[src/rtl/wave_gen_cordic_nco.sv]
// wave_gen_cordic_nco: NCH phase accumulators sharing one iterative
// rotation-mode CORDIC. Each sample takes one LOAD cycle (quadrant fold and
// accumulator advance), NITER micro-rotations, and one DONE cycle in which
// the registered sin/cos and the channel tag are presented with o_valid.
module wave_gen_cordic_nco #(
  parameter int NCH   = 2,
  parameter int PW    = 16,
  parameter int OW    = 16,
  parameter int NITER = 14,
  parameter int GW    = 2,
  localparam int CW   = (NCH > 1) ? $clog2(NCH) : 1
) (
  input  logic                  clk,
  input  logic                  rst,
  input  logic                  en,
  input  logic                  i_sync,
  input  logic [NCH*PW-1:0]     i_phi,
  output logic signed [OW-1:0]  cos,
  output logic signed [OW-1:0]  sin,
  output logic                  o_valid,
  output logic [CW-1:0]         o_ch
);

  // x/y carry the guard bits plus headroom for the CORDIC gain overshoot.
  localparam int  XW     = OW + GW + 2;
  localparam int  XW1    = XW + 1;
  // Phase sums (acc + inc) need one bit more than the phase itself.
  localparam int  ZW     = PW + 1;
  localparam int  IW     = $clog2(NITER + 1);
  localparam real ASCALE = 2.0 ** (PW - 3);
  localparam int  PI_I   = $rtoi(3.14159265358979 * ASCALE + 0.5);
  localparam int  HPI_I  = $rtoi(1.57079632679490 * ASCALE + 0.5);

  localparam logic signed [ZW-1:0]  PI_Z     = ZW'(PI_I);
  localparam logic signed [ZW-1:0]  NPI_Z    = ZW'(-PI_I);
  localparam logic signed [ZW-1:0]  TWO_PI_Z = ZW'(2 * PI_I);
  localparam logic signed [ZW-1:0]  HPI_Z    = ZW'(HPI_I);
  localparam logic signed [ZW-1:0]  NHPI_Z   = ZW'(-HPI_I);
  localparam logic signed [XW-1:0]  X_INIT   = XW'($rtoi(0.6072529350 * (2.0 ** (OW - 2 + GW)) + 0.5));
  localparam logic signed [XW1-1:0] OMAX     = XW1'(2 ** (OW - 2));
  localparam logic signed [XW1-1:0] OMIN     = XW1'(-(2 ** (OW - 2)));
  localparam logic signed [XW1-1:0] RND      = XW1'((GW > 0) ? (2 ** (GW - 1)) : 0);
  localparam logic [CW-1:0]         LAST_CH  = CW'(NCH - 1);
  localparam logic [IW-1:0]         LAST_IT  = IW'(NITER - 1);

  typedef enum logic [1:0] {S_IDLE, S_LOAD, S_ITER, S_DONE} state_t;

  // Rounded atan(2^-i) in phase units; only ever evaluated with constant i.
  function automatic logic signed [ZW-1:0] atan_entry(input int i);
    real r;
    r = $atan(1.0 / (2.0 ** i)) * ASCALE;
    return ZW'($rtoi(r + 0.5));
  endfunction

  // Undo the quadrant fold, drop guard bits (round half up), clamp to +/-1.0.
  function automatic logic signed [OW-1:0] fmt_out(input logic signed [XW-1:0] v,
                                                   input logic neg);
    logic signed [XW1-1:0] vn;
    logic signed [XW1-1:0] vr;
    logic signed [OW-1:0]  res;
    vn = neg ? -{v[XW-1], v} : {v[XW-1], v};
    vr = (vn + RND) >>> GW;
    if (vr > OMAX) begin
      res = OMAX[OW-1:0];
    end else if (vr < OMIN) begin
      res = OMIN[OW-1:0];
    end else begin
      res = vr[OW-1:0];
    end
    return res;
  endfunction

  logic signed [ZW-1:0] atan_tab [NITER];
  for (genvar g = 0; g < NITER; g++) begin : g_atan
    assign atan_tab[g] = atan_entry(g);
  end

  state_t               state_q;
  logic [CW-1:0]        ptr_q;
  logic signed [PW-1:0] acc_q [NCH];
  logic signed [XW-1:0] x_q, y_q;
  logic signed [ZW-1:0] z_q;
  logic                 neg_q;
  logic [IW-1:0]        it_q;
  logic signed [OW-1:0] cos_q, sin_q;
  logic                 valid_q;
  logic [CW-1:0]        ch_q;

  logic signed [PW-1:0] phi_s;
  logic signed [ZW-1:0] a_ext, inc_ext, inc_sat, sum_s, z_ld;
  logic                 neg_ld;
  logic signed [PW-1:0] acc_d;
  logic signed [XW-1:0] x_sh, y_sh, x_d, y_d;
  logic signed [ZW-1:0] atan_s, z_d;

  // LOAD-stage arithmetic: fold the sampled phase, saturate the increment,
  // advance the accumulator and wrap it back into [-PI, PI].
  always_comb begin
    phi_s   = i_phi[int'(ptr_q) * PW +: PW];
    a_ext   = {acc_q[ptr_q][PW-1], acc_q[ptr_q]};
    inc_ext = {phi_s[PW-1], phi_s};
    if (inc_ext > PI_Z) begin
      inc_sat = PI_Z;
    end else if (inc_ext < NPI_Z) begin
      inc_sat = NPI_Z;
    end else begin
      inc_sat = inc_ext;
    end
    sum_s = a_ext + inc_sat;
    if (sum_s > PI_Z) begin
      acc_d = PW'(sum_s - TWO_PI_Z);
    end else if (sum_s < NPI_Z) begin
      acc_d = PW'(sum_s + TWO_PI_Z);
    end else begin
      acc_d = PW'(sum_s);
    end
    if (a_ext > HPI_Z) begin
      z_ld   = a_ext - PI_Z;
      neg_ld = 1'b1;
    end else if (a_ext < NHPI_Z) begin
      z_ld   = a_ext + PI_Z;
      neg_ld = 1'b1;
    end else begin
      z_ld   = a_ext;
      neg_ld = 1'b0;
    end
  end

  // One CORDIC micro-rotation driving z toward zero (z >= 0 rotates positive).
  always_comb begin
    x_sh   = x_q >>> it_q;
    y_sh   = y_q >>> it_q;
    atan_s = atan_tab[it_q];
    if (!z_q[ZW-1]) begin
      x_d = x_q - y_sh;
      y_d = y_q + x_sh;
      z_d = z_q - atan_s;
    end else begin
      x_d = x_q + y_sh;
      y_d = y_q - x_sh;
      z_d = z_q + atan_s;
    end
  end

  // Sequencer and datapath registers; sync aborts any sample in flight.
  always_ff @(posedge clk or posedge rst) begin
    if (rst) begin
      state_q <= S_IDLE;
      ptr_q   <= '0;
      for (int c = 0; c < NCH; c++) acc_q[c] <= '0;
      x_q     <= '0;
      y_q     <= '0;
      z_q     <= '0;
      neg_q   <= 1'b0;
      it_q    <= '0;
      cos_q   <= '0;
      sin_q   <= '0;
      valid_q <= 1'b0;
      ch_q    <= '0;
    end else if (i_sync) begin
      state_q <= S_IDLE;
      ptr_q   <= '0;
      for (int c = 0; c < NCH; c++) acc_q[c] <= '0;
      valid_q <= 1'b0;
    end else begin
      valid_q <= 1'b0;
      case (state_q)
        S_IDLE: begin
          if (en) state_q <= S_LOAD;
        end
        S_LOAD: begin
          acc_q[ptr_q] <= acc_d;
          x_q          <= X_INIT;
          y_q          <= '0;
          z_q          <= z_ld;
          neg_q        <= neg_ld;
          it_q         <= '0;
          state_q      <= S_ITER;
        end
        S_ITER: begin
          x_q  <= x_d;
          y_q  <= y_d;
          z_q  <= z_d;
          it_q <= it_q + IW'(1);
          if (it_q == LAST_IT) begin
            // Final rotation: results land in the output registers so that
            // o_valid coincides with the DONE cycle.
            cos_q   <= fmt_out(x_d, neg_q);
            sin_q   <= fmt_out(y_d, neg_q);
            ch_q    <= ptr_q;
            valid_q <= 1'b1;
            state_q <= S_DONE;
          end
        end
        S_DONE: begin
          ptr_q   <= (ptr_q == LAST_CH) ? '0 : ptr_q + CW'(1);
          state_q <= en ? S_LOAD : S_IDLE;
        end
        default: state_q <= S_IDLE;
      endcase
    end
  end

  assign cos     = cos_q;
  assign sin     = sin_q;
  assign o_valid = valid_q;
  assign o_ch    = ch_q;

endmodule

[config.mk]
export PLATFORM = sky130hd
export DESIGN_NAME = wave_gen_cordic_nco
export DESIGN_NICKNAME = d
export VERILOG_FILES = /design/src/rtl/wave_gen_cordic_nco.sv
export SDC_FILE = /design/constraint.sdc
export NUM_CORES = 1
export LEC_CHECK = 0
export BUFFER_PORTS_ARGS = -buffer_cell sky130_fd_sc_hd__buf_2
export CORE_UTILIZATION = 34
export DETAILED_ROUTE_END_ITERATION = 8
export PLACE_DENSITY = 0.46
export REMOVE_ABC_BUFFERS = 1
export SLEW_MARGIN = 40
export SYNTH_ARGS = -nofsm -noshare
export SYNTH_HDL_FRONTEND = slang
export SYNTH_SLANG_ARGS = --single-unit
[constraint.sdc]
create_clock -name clk -period 13.1 [get_ports clk]
set_input_delay 2.62 -clock clk [delete_from_list [all_inputs] [get_ports clk]]
set_output_delay 2.62 -clock clk [all_outputs]
set_load 0.03 [all_outputs]
==> results.sh <==
export IMPL_outcome="complete, no violations"
export IMPL_rsz0062_at_grt="no"
export IMPL_num_rows=80
export IMPL_io_buffers=69
export IMPL_drive_gt1_share_pct=12.07
export IMPL_syn_to_final_growth_pct=8.568
export IMPL_grt_pass1_vias=14830
export IMPL_wire_per_inst_um=19.08
export IMPL_dpl_hpwl_mm=38.02
export IMPL_met1Wirelength_mm=23.83
export IMPL_start_util_pct=34.53
export IMPL_synth_edf_count=0
export IMPL_drt_vias_per_instance=5.911
export IMPL_clock_root_buffer="clkbuf_16"
export IMPL_grt_overflow=0
export IMPL_nFillCells=4857
export IMPL_route_detailed_drc=0
export IMPL_slew_headroom_pct=42.37
export IMPL_crit_fanout=13
export IMPL_dr_max_layer_used="met4"
export IMPL_ios=70
export IMPL_dieHeight_um=222.2
export IMPL_gp_congestion=0.8380
export IMPL_vias=15683
export IMPL_nNetsFinal=2163
export IMPL_postRouteAntennaNets=0
export IMPL_postRouteWirelength_mm=50.62
export IMPL_rr_worst_depth=21
export IMPL_core_area_mm2=0.04775
export IMPL_clock_latency_ns=0.48
export IMPL_hold_buffers=0
export IMPL_fp_dieArea_mm2=0.04938
export IMPL_min_path_type="flip-flop to flip-flop"
export IMPL_critical_path_class="input port to flip-flop"
export IMPL_fin_crit_sh_pct=61.08
export IMPL_grt_usage_pct=20.61
export IMPL_report_final_slew_viol_count=0
export IMPL_synth_area_leaders="dfrtp_1 (20%), ha_1 (7.4%), xnor2_1 (6.4%)"
export IMPL_cts_buffers=17
export IMPL_cts_tree="built"
export IMPL_cts_resized_gates=0
export IMPL_final_cell_mix="a21oi_1 (170), nand2_1 (163), nor2_1 (149)"
export IMPL_synthFlopType="dfrtp_1"
export IMPL_route_met2_wl_mm=23.94
export IMPL_ys_async_sr_fraction_pct=100.0
export IMPL_setup_viol=0
export IMPL_start_kind="input port"
export IMPL_antenna_cells=0
export IMPL_cts_sinks=131
export IMPL_grt_max_degree=74
export IMPL_mostFrequentLayoutCell="a21oi_1"
export IMPL_clk_pin_slew_ns=0.06
export IMPL_htreeDepth=4
export IMPL_synth_largest_area_cell="dfrtp_1"
export IMPL_min_period_ns=8.001
export IMPL_route_met3_wl_mm=1.928
export IMPL_seq_area_frac_synth_pct=19.88
export IMPL_cts_buffer_depth=2
export IMPL_max_freq_ghz=0.1250
export IMPL_cap_violations=0
export IMPL_hold_viol_final=0
export IMPL_yosys_register_bits=131
export IMPL_ys_warn_count=0
export IMPL_cp_end_kind="flip-flop"
export IMPL_antenna_found_initial=0
export IMPL_synthCells=2038
export IMPL_arrival_ns=8.38
export IMPL_postCtsSetupRepairBufs=0
export IMPL_worst_pin_slew_ns=0.8591
export IMPL_holdPathStages=2
export IMPL_ys_types=108
export IMPL_grt_pass1_wl_mm=81.35
export IMPL_drt_pass1_iter_count=5
export IMPL_synth_area_mm2=0.01649
export IMPL_crit_required_ns=13.47
export IMPL_avgSynthCellArea_um2=8.090
export IMPL_die_x_um=222.2
export IMPL_drtIter0Drc=1018
export IMPL_fin_setup_tns_ns=0
export IMPL_skew_ns=0.01124
export IMPL_synth_top_area_share_pct=19.88
[per-layer routing]
layer | global-route usage, % | vias up
met5 | 0 | -
met4 | 6.586 | 0
met3 | 3.055 | 46
met2 | 33.58 | 341
met1 | 27.88 | 7640
li1 | - | 7656
[cell families (layout without fill, tap and decap cells)]
kind of cell / after synthesis / in the layout / synth area share (%)
compound gates: 688 / 688 / 28.69
flops: 131 / 131 / 19.88
fa+ha+maj: 102 / 102 / 7.923
buf+inv: 190 / 190 / 4.637
xor+xnor: 168 / 168 / 9.016
mux: 113 / 113 / 9.851
simple gates: 646 / 646 / 20.00
[area by class of cell]
class	instances	area [um2]	share of cell area, %
multi-input cells	1717	12500	69.86
well taps	615	769.5	4.299
inverters	76	290.3	1.622
clock buffers	22	474.2	2.649
repair buffers	82	446.7	2.495
flip-flops and latches	131	3284	18.35
clock inverters	10	130.1	0.7270
[cell usage after synthesis, types with 26 or more instances]
| cell | count |
|---|---|
| ha_1 | 98 |
| a22o_1 | 38 |
| a211oi_1 | 27 |
| a21oi_1 | 173 |
| mux2i_1 | 54 |
| xnor2_1 | 120 |
| nand2_1 | 164 |
| inv_1 | 72 |
| a31oi_1 | 42 |
| and2_1 | 29 |
| xor2_1 | 46 |
| dfrtp_1 | 131 |
| nand3_1 | 50 |
| o21ai_0 | 124 |
| clkbuf_1 | 82 |
| a21o_1 | 33 |
| and3_1 | 30 |
| nor2_1 | 152 |
| nand2b_1 | 26 |
| nor3_1 | 47 |
| mux4_2 | 37 |
[per-stage QoR]
| step | hold slack [ns] | utilization (%) | cell area [um2] | instances | setup WS (ns) |
|---|---|---|---|---|---|
| floorplan | 0.4453 | - | 16010 | 1924 | 5.304 |
| global placement | 0.4590 | 36.12 | 17240 | 2621 | 4.726 |
| detailed placement | 0.4680 | 36.20 | 17280 | 2621 | 4.637 |
| CTS | 0.4827 | 37.46 | 17890 | 2653 | 5.137 |
| global route | 0.4995 | 37.49 | 17900 | 2653 | 4.555 |
| finish | 0.4744 | 37.49 | 17900 | 2653 | 5.099 |
[critical path, cell delays in order]
cell	delay (ns)
buf_2	0.07
nor2b_1	0.21
nand4_1	0.14
a31o_2	0.24
a21oi_1	0.13
o21ai_0	0.09
ha_1	0.38
inv_1	0.16
nand2_1	0.13
nor2_1	0.21
ha_1	0.27
a21o_1	0.16
a21oi_1	0.27
o211ai_1	0.13
a31o_2	0.29
a221o_1	0.40
a211oi_1	0.26
a211oi_1	0.11
a31oi_1	0.53
or4_1	0.25
nand3_1	0.35
o21a_1	0.32
or3_1	0.37
a32o_1	0.27
[final timing paths]
kind	slack, ns	end	from
max	5.10	acc_q[8]	i_phi[3]
min	0.47	cos[15]	cos[15]
max reg2reg	5.23	sin[9]	it_q[3]
min reg2reg	0.47	cos[15]	cos[15]
max in group asynchronous	9.71	it_q[1]	rst
min in group asynchronous	2.26	ptr_q	rst
[sequential cells by signal, summed over array words and instances (netlist names)]
signal / cells
y_q: 20
acc_q: 32
o_ch: 1
it_q: 4
sin: 16
cos: 16
o_valid: 1
neg_q: 1
ptr_q: 1
x_q: 20
z_q: 17
state_q: 2
Power is not shown: default switching activity piles up to over one toggle a cycle in this logic, so the estimate is an artifact.
